### config.mk
export PLATFORM = sky130hd
export DESIGN_NAME = hazard_controller
export DESIGN_NICKNAME = d
export VERILOG_FILES = /design/src/rtl/hazard_pkg.sv /design/src/rtl/forward_sel.sv /design/src/rtl/hazard_controller.sv
export SDC_FILE = /design/constraint.sdc
export NUM_CORES = 1
export LEC_CHECK = 0
export CORE_UTILIZATION = 46
export CTS_BUF_LIST = sky130_fd_sc_hd__clkbuf_16
export CTS_CLUSTER_DIAMETER = 100
export DETAILED_ROUTE_END_ITERATION = 8
export PLACE_DENSITY = 0.81
export SYNTH_ARGS = -nofsm -noshare
export SYNTH_HDL_FRONTEND = slang
export SYNTH_SLANG_ARGS = --single-unit
### constraint.sdc
create_clock -name clk -period 2.7 [get_ports clk]
set_input_delay 0.54 -clock clk [delete_from_list [all_inputs] [get_ports clk]]
set_output_delay 0.54 -clock clk [all_outputs]
set_load 0.01 [all_outputs]
### src/rtl/hazard_pkg.sv
// Shared encodings for the pipeline hazard controller: forwarding selects,
// result-source codes and the memory-wait FSM states.
package hazard_pkg;

    localparam logic [1:0] FWD_RF   = 2'b00;
    localparam logic [1:0] FWD_W    = 2'b01;
    localparam logic [1:0] FWD_M    = 2'b10;

    localparam logic [1:0] RES_LOAD = 2'b01;

    typedef enum logic [1:0] {
        ST_RUN  = 2'd0,
        ST_WAIT = 2'd1,
        ST_ERR  = 2'd2
    } mem_state_e;

endpackage

### src/rtl/forward_sel.sv
// Operand forwarding select for one E-stage source register; the M-stage
// producer has priority over the W-stage producer, and x0 never forwards.
module forward_sel
    import hazard_pkg::*;
(
    input  logic [4:0] RsE,
    input  logic [4:0] RdM,
    input  logic [4:0] RdW,
    input  logic       RegWriteM,
    input  logic       RegWriteW,
    output logic [1:0] sel
);

    always_comb begin
        sel = FWD_RF;
        if (RegWriteM && (RdM != 5'd0) && (RdM == RsE)) begin
            sel = FWD_M;
        end else if (RegWriteW && (RdW != 5'd0) && (RdW == RsE)) begin
            sel = FWD_W;
        end
    end

endmodule

### src/rtl/hazard_controller.sv
// Hazard and sequencing controller for the 5-stage pipeline: stall/flush
// generation, E-stage forwarding, memory-wait/timeout FSM and perf counters.
module hazard_controller
    import hazard_pkg::*;
#(
    parameter int MEM_TIMEOUT = 16,
    parameter int CNT_W       = 16
) (
    input  logic             clk,
    input  logic             rst,
    input  logic [4:0]       Rs1D,
    input  logic [4:0]       Rs2D,
    input  logic [4:0]       Rs1E,
    input  logic [4:0]       Rs2E,
    input  logic [4:0]       RdE,
    input  logic [1:0]       ResultSrcE,
    input  logic [4:0]       RdM,
    input  logic [4:0]       RdW,
    input  logic             RegWriteM,
    input  logic             RegWriteW,
    input  logic             PCSrcE,
    input  logic             MemReqM,
    input  logic             MemReadyM,
    output logic             StallF,
    output logic             StallD,
    output logic             StallE,
    output logic             StallM,
    output logic             FlushD,
    output logic             FlushE,
    output logic             FlushW,
    output logic [1:0]       ForwardAE,
    output logic [1:0]       ForwardBE,
    output logic             mem_err,
    output logic [CNT_W-1:0] stall_cycles,
    output logic [CNT_W-1:0] flush_events
);

    localparam int WCNT_W = $clog2(MEM_TIMEOUT + 1);

    mem_state_e        state_q, state_d;
    logic [WCNT_W-1:0] wait_cnt_q, wait_cnt_d;
    logic [CNT_W-1:0]  stall_cnt_q, stall_cnt_d;
    logic [CNT_W-1:0]  flush_cnt_q, flush_cnt_d;

    logic       mem_wait;
    logic       load_use;
    logic       in_err;
    logic       branch_flush;
    logic [1:0] fwd_a, fwd_b;

    forward_sel u_fwd_a (
        .RsE       (Rs1E),
        .RdM       (RdM),
        .RdW       (RdW),
        .RegWriteM (RegWriteM),
        .RegWriteW (RegWriteW),
        .sel       (fwd_a)
    );

    forward_sel u_fwd_b (
        .RsE       (Rs2E),
        .RdM       (RdM),
        .RdW       (RdW),
        .RegWriteM (RegWriteM),
        .RegWriteW (RegWriteW),
        .sel       (fwd_b)
    );

    assign ForwardAE = rst ? FWD_RF : fwd_a;
    assign ForwardBE = rst ? FWD_RF : fwd_b;

    assign mem_wait = MemReqM && !MemReadyM;
    assign load_use = (ResultSrcE == RES_LOAD) && (RdE != 5'd0) &&
                      ((RdE == Rs1D) || (RdE == Rs2D));
    assign in_err   = (state_q == ST_ERR);

    // Priority: ERR > memory wait > taken branch > load-use.
    always_comb begin
        StallF       = 1'b0;
        StallD       = 1'b0;
        StallE       = 1'b0;
        StallM       = 1'b0;
        FlushD       = 1'b0;
        FlushE       = 1'b0;
        FlushW       = 1'b0;
        branch_flush = 1'b0;
        if (!rst) begin
            if (in_err || mem_wait) begin
                StallF = 1'b1;
                StallD = 1'b1;
                StallE = 1'b1;
                StallM = 1'b1;
                FlushW = 1'b1;
            end else if (PCSrcE) begin
                FlushD       = 1'b1;
                FlushE       = 1'b1;
                branch_flush = 1'b1;
            end else if (load_use) begin
                StallF = 1'b1;
                StallD = 1'b1;
                FlushE = 1'b1;
            end
        end
    end

    // WAIT only tracks the timeout; the stall itself comes from mem_wait.
    always_comb begin
        state_d    = state_q;
        wait_cnt_d = wait_cnt_q;
        case (state_q)
            ST_RUN: begin
                if (mem_wait) begin
                    state_d    = ST_WAIT;
                    wait_cnt_d = WCNT_W'(1);
                end
            end
            ST_WAIT: begin
                if (MemReadyM || !MemReqM) begin
                    state_d    = ST_RUN;
                    wait_cnt_d = '0;
                end else if (wait_cnt_q == WCNT_W'(MEM_TIMEOUT - 1)) begin
                    state_d = ST_ERR;
                end else begin
                    wait_cnt_d = wait_cnt_q + 1'b1;
                end
            end
            ST_ERR: begin
                state_d = ST_ERR;
            end
            default: begin
                state_d    = ST_RUN;
                wait_cnt_d = '0;
            end
        endcase
    end

    always_comb begin
        stall_cnt_d = stall_cnt_q;
        flush_cnt_d = flush_cnt_q;
        if (StallF && (stall_cnt_q != '1)) begin
            stall_cnt_d = stall_cnt_q + 1'b1;
        end
        if (branch_flush && (flush_cnt_q != '1)) begin
            flush_cnt_d = flush_cnt_q + 1'b1;
        end
    end

    always_ff @(posedge clk) begin
        if (rst) begin
            state_q     <= ST_RUN;
            wait_cnt_q  <= '0;
            stall_cnt_q <= '0;
            flush_cnt_q <= '0;
        end else begin
            state_q     <= state_d;
            wait_cnt_q  <= wait_cnt_d;
            stall_cnt_q <= stall_cnt_d;
            flush_cnt_q <= flush_cnt_d;
        end
    end

    assign mem_err      = in_err;
    assign stall_cycles = stall_cnt_q;
    assign flush_events = flush_cnt_q;

endmodule

# == Yosys cells after proc, flatten, opt, wreduce, memory -nomap -nowiden ==
# Cells that the tools add are included.
# word_totals
input_bits,44
elab_cells,71
output_inout_bits,44
reg_bits,39
# op_classes
n_reduce_logical,22
n_addsub,3
mux,26
bitwise_logic,1
eq_ne,15
# ops
cell,count
$add A16 B1 Y16 const B,2
$ne A16 B16 Y1 const B,2
$eq A5 B5 Y1,6
$mux W5,3
$pmux W5 S3,1
$reduce_bool A5 Y1,3
$mux W1,14
$mux W2,7
$logic_and A1 B1 Y1,11
$ne A3 B3 Y1 const B,2
$pmux W2 S3,1
$add A5 B1 Y5 const B,1
$eq A5 B4 Y1 const B,1
$eq A2 B1 Y1 const B,2
$logic_or A1 B1 Y1,3
$reduce_and A3 Y1,1
$eq A2 B2 Y1 const B,1
$logic_not A1 Y1,2
$logic_not A2 Y1,1
$ne A2 B2 Y1 const B,1
$reduce_and A2 Y1,1
$not A1 Y1,1

# == Logic depth before layout (Yosys ltp) ==
# logic_depth
word_depth,8
ltp_mapped,9
depth_no_buf,8

# == Cells and area by module ==
# Synthesis repeated with hierarchy kept, for this count alone.
# unflattened
hier_cells,305
area_unflattened_um2,2472.4
# by_module_without_submodules
mod,n_inst,cells_each,seq_area_each_um2,area_each_um2
hazard_controller,1,265,780.7,2169.6
forward_sel,2,20,0.0,151.4

# == Worst setup path before layout ==
# No wires, ideal clock.
# synth_path
kind,input-to-output
start,in RdM[0]
end,out ForwardAE[0]
arrival_ns,1.903
path_buffers,0
stages,4
setup_slack_ns,0.257
required_ns,2.160
path_cell_list,or4_1 > o21ai_0 > nor3_1 > nor4_1
# synth_between
elab_chain_cells,5
word_cells_on_any_way,6
classes_between,1 x eq/ne; 2 x mux; 3 x reduce/logical
# synth_rtl
item,line,text
start: declaration,hazard_controller.sv:17,"input logic [4:0] RdM,"
$reduce_bool A5 Y1,forward_sel.sv:16,if (RegWriteM && (RdM != 5'd0) && (RdM == RsE)) begin
$logic_and A1 B1 Y1,forward_sel.sv:16,
$logic_and A1 B1 Y1 (*),forward_sel.sv:16,
$mux W2 (*),forward_sel.sv:16,
$mux W2 (*),hazard_controller.sv:69,assign ForwardAE = rst ? FWD_RF : fwd_a;
end: declaration,hazard_controller.sv:31,"output logic [1:0] ForwardAE,"
# Every way passes the cells marked *; elsewhere a longest branch is shown, timed or not.

# == Worst setup path after layout ==
# layout_path
start,in RdE[2]
end,out FlushE
# layout_between
elab_chain_cells,7
word_cells_on_any_way,10
classes_between,2 x eq/ne; 4 x mux; 4 x reduce/logical
# layout_rtl
item,line,text
start: declaration,hazard_controller.sv:15,"input logic [4:0] RdE,"
$eq A5 B5 Y1 / $reduce_bool A5 Y1 (equally long branches),"hazard_controller.sv:74, hazard_controller.sv:73",
$logic_or A1 B1 Y1 / $logic_and A1 B1 Y1 (equally long branches),"hazard_controller.sv:74, hazard_controller.sv:73",
$logic_and A1 B1 Y1 (*),hazard_controller.sv:73,assign load_use = (ResultSrcE == RES_LOAD) && (RdE != 5'd0) &&
$mux W1 (*),hazard_controller.sv:98,end else if (load_use) begin
$mux W1 (*),hazard_controller.sv:94,end else if (PCSrcE) begin
$mux W1 (*),hazard_controller.sv:88,if (in_err || mem_wait) begin
$mux W1 (*),hazard_controller.sv:87,if (!rst) begin
end: declaration,hazard_controller.sv:29,"output logic FlushE,"
# Marked as above.

==> metrics.txt <==
P_leak 1.43 nW; fillcell total 389; vias in the first global route 2328; Detail Placement HPWL 4.95 mm; FP Rows 26; root buffer cell clkbuf_16; Mapped Avg Cell Area 8.53 um2; count leader, synth dfxtp_1; DR iter-0 viols 117; P_int 1.06 mW; vias per cell 5.38; Die Area 5750 um2; clk_lat worst skew 0.28 ns; CTS H-Tree Depth 2; FF+latch count, synth 39; syn_nets 342; total core area 5170 um2; Crit-path slowest cell or4_4; RSZ-0062 raised after global routing false; Syn Inst Count 294; overflow left after global routing 0; worst setup path class input pin to primary output; Antenna Cells 0; Die Wd 75.8 um; leading area contributor after synthesis dfxtp_1; clock buffer count from CTS 5; final setup margin 0.0541 ns; Clock Power Share 40.9%; synth cell count leaders dfxtp_1 (39), nor2_1 (32), xnor2_1 (30), nand3_1 (21), nand2_1 (20); Worst Path Buf+Inv 2; Final Cycle Share 98.0%; post-layout min period 2.65 ns; Max Cap Violations 0; DR pass1 iterations 4; Synth-to-Final Area Change 54.1%; top_reg_cell synth dfxtp_1; Synth area leaders dfxtp_1 (31%), xnor2_1 (10%), xor2_1 (4.9%); Post-synth EDFFs 0; required time of the critical path 2.16 ns; clk slew on worst S/H paths 0.06 ns; max incr delay on CP 0.56 ns; Final Hold Slack 0.457 ns; Worst Tran Pin Value 0.422 ns; top-area cell type share of the netlist area 31.1%; pin count of the biggest net entering global routing 36; Die Height 75.8 um; IO Count 88; GRT Resource Usage Total 23.6%; final WL 6.55 mm; Worst setup EP type primary output; CP Launch Type input pin; gpl congestion 0.773; outcome complete, no violations; Logic pwr share 17.5%; Min-Delay Path Class register to register; FFs w/ async S/R, synth 0%; Ys Warns 0; CP top delay family simple AND/OR/NAND/NOR gates; max frequency 0.378 GHz; placed cell count 472; I/O Buffers 87; CTS tree built; Final ANT Viol Nets 0; layout cells sized above 1 21.8%; Seq pwr share 41.7%; Slew headroom 71.8%; crit-path cells clkdlybuf4s50_1 > or4_4 > nor2_4 > nor4b_4 > a31o_2 > buf_2; Avg WL per Cell 13.6 um; Worst Skew 0.00581 ns; initial antenna violation count 0; # hold bufs at CTS 0; dpl ws -0.719 ns; drc violations 0; Initial Util 48.5%; first-pass GRT wire length 10.3 mm; library cells used by synthesis 53; PwrDens 365 nW/um2; worst-path fanout max 2; post-synthesis sequential area ratio 31.1%; Post-Syn Area 2510 um2; Layout Cells excl Fill 483; Nets 460; clk sink count 39; Worst VDD drop 0.000261 V; Slew Limit Fails 0; via count 2598; Final setup viols 0; Net Sw Power 0.348 mW; Switching Fraction 24.6%; final hold violations 0; arrival time at the worst endpoint 2.11 ns; clk buf depth 2
-- final cells by class --
| class | count | area [um2] | area share [%] |
|---|---|---|---|
| well taps | 70 | 87.6 | 2.27 |
| multi-input cells | 232 | 1660 | 43.1 |
| inverters | 8 | 30.0 | 0.777 |
| flip-flops and latches | 39 | 781 | 20.2 |
| clock buffers | 5 | 125 | 3.24 |
| repair buffers | 126 | 1160 | 29.9 |
| clock inverters | 3 | 20.0 | 0.518 |
-- worst reg2reg max path, cell delays in order (launching register included) --
cell and delay [ns]:
dfxtp_1 0.44, nor2b_2 0.29, nor2_1 0.13, nor2_4 0.15, a31oi_4 0.05, buf_4 0.25
nor4_1 0.36, mux2_2 0.37
-- power groups by stage --
stage	logic (mW)	clock network [mW]	registers [mW]
CTS	0.243	0.584	0.588
detailed placement	0.235	0	0.601
global placement	0.229	0	0.601
floorplan	0.0961	0	0.599
finish	0.247	0.577	0.588
global route	0.263	0.613	0.589
-- placed cells by master (no fill, tap or decap), types with 3 or more instances in the layout --
cell              n
buf_2             5
inv_1             7
and2_1            3
clkdlybuf4s50_1  69
ha_1              4
dfxtp_1          39
o311ai_0          3
nand3_1          21
mux2i_1           4
dlygate4sd2_1     7
xnor2_1          30
nor2_1           30
clkbuf_16         5
o31ai_2           5
o41ai_1           3
buf_4            36
a21oi_1           7
and4_1            3
nor3_1            4
o21ai_0           4
a31oi_1           3
nand2_1          20
xor2_1           14
or4_4             4
a21oi_2           7
o21ai_2           3
nor4_1            5
nand2b_1          3
and3_1            5
nand4_1           5
or3_1             4
nor3b_1           3
dlymetal6s2s_1    5
or4_1             9
-- state kept, by name, indices dropped and copies added, names as in the netlist --
signal	flops
flush_events	16
stall_cycles	16
wait_cnt_q	5
state_q	2
-- worst paths after layout --
kind	from	end	slack, ns	cells after the start
min	state_q[1]$_SDFFE_PP0P_	state_q[0]$_SDFFE_PP0P_	0.46	1
min reg2reg	state_q[1]$_SDFFE_PP0P_	state_q[0]$_SDFFE_PP0P_	0.46	1
max	RdE[2]	FlushE	0.05	6
max reg2reg	state_q[0]$_SDFFE_PP0P_	stall_cycles[10]$_SDFFE_PP0P_	0.55	7
-- cells by family after synthesis --
logic type | count (synthesis) | share of synthesized area, %
muxes | 6 | 2.50
AOI/OAI and AO/OA | 43 | 13.9
xor gates and xnor gates | 44 | 15.4
and+or+nand+nor | 135 | 30.0
DFF | 39 | 31.1
adders and majority gates | 4 | 2.00
buffers and inverters | 23 | 5.09
-- layer usage --
| layer | wire, um | GRT usage, % | vias up |
|---|---|---|---|
| met5 | 0 | 0 | - |
| met4 | 64 | 8.85 | 0 |
| met3 | 333 | 3.97 | 6 |
| met2 | 3420 | 43.6 | 81 |
| met1 | 2730 | 27.0 | 1218 |
| li1 | - | - | 1293 |
-- timing repair --
action                                  in CTS  in global routing
pin swaps                                    9                  4
cloned                                       0                  0
endpoints found under the setup margin      11                  8
resized for setup                           48                 10
buffers inserted                             1                  2
-- stage by stage --
stage                     setup TNS [ns]  total power, mW  cell area, um2  utilization, %
after CTS                        -0.0354             1.41            3830            74.0
after detailed placement           -4.92            0.835            3640            70.3
after floorplan                        0            0.695            2510               -
after global placement             -3.62            0.829            3640            70.3
after global routing                   0             1.46            3860            74.7
final                                  0             1.41            3860            74.7
(Power assumes the default switching activity.)
==> patch 1 (config.mk and constraints unchanged) <==
`CNT_W`: 16 -> 24.
--- a/src/rtl/hazard_controller.sv
+++ b/src/rtl/hazard_controller.sv
@@ -5,5 +5,5 @@
 #(
     parameter int MEM_TIMEOUT = 16,
-    parameter int CNT_W       = 16
+    parameter int CNT_W       = 24
 ) (
     input  logic             clk,
Ports: changed (resized flush_events and stall_cycles); port bits go from 88 to 104. The function was not compared with the original's and may differ.
==> patch 1 against the unedited design <==
Die area increased by 27%. Routed wire length grew 31%. Area after synthesis rose by 28%. Setup slack worse by 0.0095 ns. Sequential cell count rose by 16. Final area up 20%. Clock power is 25% higher. Power increased by 26%.
==> patch 1: results (changes against the unedited design) <==
| Metric | Value |
|---|---|
| Multi-input gate share of the layout cell area | `0.430 (about the same)` |
| Ys async rst share | `0 (unchanged)` |
| Layout cells sized above 1 | `0.126 (-0.0917)` |
| Status | `finished clean` |
| Sink Count | `55 (+41%)` |
| Fill count | `574 (+48%)` |
| Largest net degree at the start of global routing | `52 (+44%)` |
| Post-CTS setup buffers | `2 (+1)` |
| CTS resizes | `38 (-21%)` |
| Area after DPL | `4430 sq um (+22%)` |
| Hold Crit Depth | `1 (unchanged)` |
| Mapped Nets | `433 (+27%)` |
| Worst Tran Pin Value | `0.536 ns (+0.113 ns)` |
| Clk tree area frac | `0.0354 (-0.00219)` |
| DP HPWL | `6.34 mm (+28%)` |
| Synth area leaders | `dfxtp_1, xnor2_1, xor2_1` |
| Setup WS pre-CTS | `-0.647 ns (+0.0717 ns)` |
| Core outline area | `6760 sq um (+31%)` |
| PD cells | `384 nW/um^2 (+5.1%)` |
| Inverters | `7 (-1)` |
| NonClk Buf Share | `0.269 (-0.0301)` |
| Final Skew | `0.00466 ns (-0.00116 ns)` |
| FF/Latch Area | `1100 sq um (+41%)` |
| Lkg Pwr | `1.72 nW (+20%)` |
| # diodes | `0 (unchanged)` |
| # nets final | `554 (+20%)` |
| Initial DRC count | `124 (+6.0%)` |
| Vias in the first global route | `3093 (+33%)` |
| First-pass GRT wire length | `14.0 mm (+36%)` |
| Port bufs | `103 (+18%)` |
| Count of non-CTS buffers in the layout | `135 (+7.1%)` |
| Commonest cells in the netlist | `dfxtp_1, nor2_1, nand3_1, xnor2_1, xor2_1` |
| Combinational share of power | `0.132 (-0.043)` |
| DRT Wirelength | `8.56 mm (+31%)` |
| Distinct cell type count after synthesis | `47 (-11%)` |
| Peak VDD IR | `0.292 mV (+12%)` |
| DR vias/cell | `5.63 (+4.7%)` |
| Post-synthesis sequential area ratio | `0.344 (+0.0324)` |
==> patch 1: cell types whose count changed in the layout (fill, tap and decap cells not counted), moves of 6 or more <==
cell	delta
nand3_1	+8
and3_1	+12
xor2_1	+11
o31ai_1	+6
dfxtp_1	+16
nor2_1	+6
a21oi_1	+12
o21ai_0	+8
clkdlybuf4s50_1	+14
nand4_1	+11
==> patch 1: critical path, stage by stage <==
cell	delay, ns
dlygate4sd2_1	0.25
or4_4	0.55
o21ai_4	0.18
buf_6	0.12
nor3_1	0.05
nor4_2	0.26
buf_2	0.17
==> patch 1: final timing paths <==
path | slack, ns | to | from
worst min-delay path | 0.46 | state_q[0] | state_q[1]
worst max register to register | 0.53 | stall_cycles[9] | stall_cycles[0]
worst max-delay path | 0.04 | ForwardBE[0] | RdM[0]
worst min register to register | 0.46 | state_q[0] | state_q[1]
==> patch 1: through the flow <==
stage	power [mW]	cells
after global placement	1.07	577
after CTS	1.79	587
after detailed placement	1.07	577
after floorplan	0.933	385
after global routing	1.84	587
final	1.78	587
==> patch 1: power by group through the flow <==
stage	registers, mW	logic (mW)	clock network [mW]
after detailed placement	0.840	0.231	0
final	0.822	0.235	0.723
after global routing	0.822	0.254	0.768
after floorplan	0.839	0.0942	0
after CTS	0.821	0.231	0.735
after global placement	0.840	0.226	0
==> patch 1: metal layers <==
metal  track usage  share of wire  up-vias
met5             0              0        -
met4        0.0758          0.021        0
met3        0.0350          0.030       20
met2         0.419           0.51       74
met1         0.294           0.44     1573
li1              -              -     1640
==> patch 1: cell families after synthesis <==
logic type,Yosys count,share of synthesized area
simple gates,178,0.306
compound gates,60,0.118
flops,55,0.344
xor+xnor,50,0.137
buf+inv,28,0.0469
mux,10,0.0328
fa+ha+maj,4,0.0156
==> patch 2 (config.mk and constraints unchanged) <==
Without the edit above. The 3 states of `mem_state_e` get a one-hot encoding in 3 bits.
--- a/src/rtl/hazard_pkg.sv
+++ b/src/rtl/hazard_pkg.sv
@@ -9,8 +9,8 @@
     localparam logic [1:0] RES_LOAD = 2'b01;
 
-    typedef enum logic [1:0] {
-        ST_RUN  = 2'd0,
-        ST_WAIT = 2'd1,
-        ST_ERR  = 2'd2
+    typedef enum logic [2:0] {
+        ST_RUN  = 3'b001,
+        ST_WAIT = 3'b010,
+        ST_ERR  = 3'b100
     } mem_state_e;
 
Function: no difference found for any inputs over 10 cycles, from zero or initial values and one cycle with rst high; not proved beyond that.
==> patch 2 against the unedited design <==
First-iteration DRC count grew 56%. Sequential power grew 3%. Combinational power grew 2%. Setup slack lost 0.0091 ns. Power grew 6.8%. Final area grew 0.36%. Sequential cell count grew 1. Area after synthesis shrank 1.4%. Global-route usage grew 1.5 points. Routed wire length grew 9.0%. Clock power grew 13%. Critical endpoint is now ForwardAE[1]. Largest cell class unchanged. Highest routed layer unchanged.
==> patch 2: results (changes against the unedited design) <==
| Metric | Value |
|---|---|
| Distinct cell type count after synthesis | `52 (-1.9%)` |
| Largest net degree at the start of global routing | `27 (-25%)` |
| Synthesized-area fraction occupied by adder cells | `0.0202 (+0.000283)` |
| Crit path capture | `ForwardAE[1]` |
| Syn_area_per_cell | `8.24 sq um (-3.4%)` |
| Reg2reg start | `state_q[2]` |
| #FFs+latches synth | `40 (+2.6%)` |
| Vias in the first global route | `2440 (+4.8%)` |
| Final Skew | `0.00515 ns (-0.000659 ns)` |
| Hold wc startpoint | `stall_cycles[15]` |
| Multi-input gate share of the layout cell area | `0.414 (-0.0167)` |
| Area after DPL | `3640 sq um (+0.17%)` |
| Switch share | `0.226 (-0.0201)` |
| Layout cells sized above 1 | `0.178 (-0.0402)` |
| Lkg Pwr | `1.55 nW (+8.1%)` |
| Synthesis-to-layout area growth | `56.9%` |
| Crit-path max FO | `3 (+1)` |
| Initial DRC count | `183 (+56%)` |
| RD Place Congestion | `0.917 (+19%)` |
| Mapped Nets | `348 (+1.8%)` |
| Worst reg2reg setup slack | `0.44 ns (-0.11 ns)` |
| Vias | `2705 (+4.1%)` |
| FF/Latch Area | `801 sq um (+2.6%)` |
| Peak VDD IR | `0.412 mV (+58%)` |
| Hold EP | `stall_cycles[15]` |
| Inverters | `10 (+2)` |
| Status | `finished clean` |
| First-pass GRT wire length | `10.8 mm (+5.2%)` |
| Worst Tran Pin Value | `0.559 ns (+0.137 ns)` |
| Critical path's slowest cell | `clkdlybuf4s50_1` |
| Synth Cell Area | `2470 sq um (-1.4%)` |
| Post-Place Cells | `483 (+2.3%)` |
| Min Hold Slack | `0.494 ns (+0.0372 ns)` |
| Total global-route track usage | `0.251 (+0.0148)` |
| Worst setup path start | `RdM[1]` |
| Synth Area in XOR/XNOR | `0.174 (+0.0199)` |
| # nets final | `469 (+2.0%)` |
| Count of non-CTS buffers in the layout | `129 (+2.4%)` |
| Synth area leaders | `dfxtp_1, xor2_1, nor2_1` |
| Setup WS pre-CTS | `-0.639 ns (+0.0801 ns)` |
patch 2: logic make-up (layout without fill, tap and decap cells):
kind of cell,count (synthesis),count (layout)
compound gates,41,41
xor+xnor,49,49
fa+ha+maj,4,4
buf+inv,25,147
flops,40,40
mux,5,5
simple gates,136,136
patch 2: per-layer routing:
metal  wire, microns  GRT usage  up-vias
li1                -          -     1316
met1            2900      0.299     1247
met2            3590      0.435      121
met3             462     0.0661       21
met4             177     0.0885        0
met5               0          0        -
patch 2: power groups by stage:
stage | combinational (mW) | sequential (mW) | clock, mW
final | 0.252 | 0.603 | 0.652
after floorplan | 0.0945 | 0.614 | 0
after detailed placement | 0.239 | 0.616 | 0
after global placement | 0.232 | 0.615 | 0
after CTS | 0.240 | 0.603 | 0.663
after global routing | 0.270 | 0.603 | 0.693
patch 2: repair_timing:
| action | in CTS | in global routing |
|---|---|---|
| pin swaps | 6 | 7 |
| gates resized for setup | 35 | 24 |
| endpoints found under the setup margin | 7 | 10 |
| setup buffers | 1 | 0 |
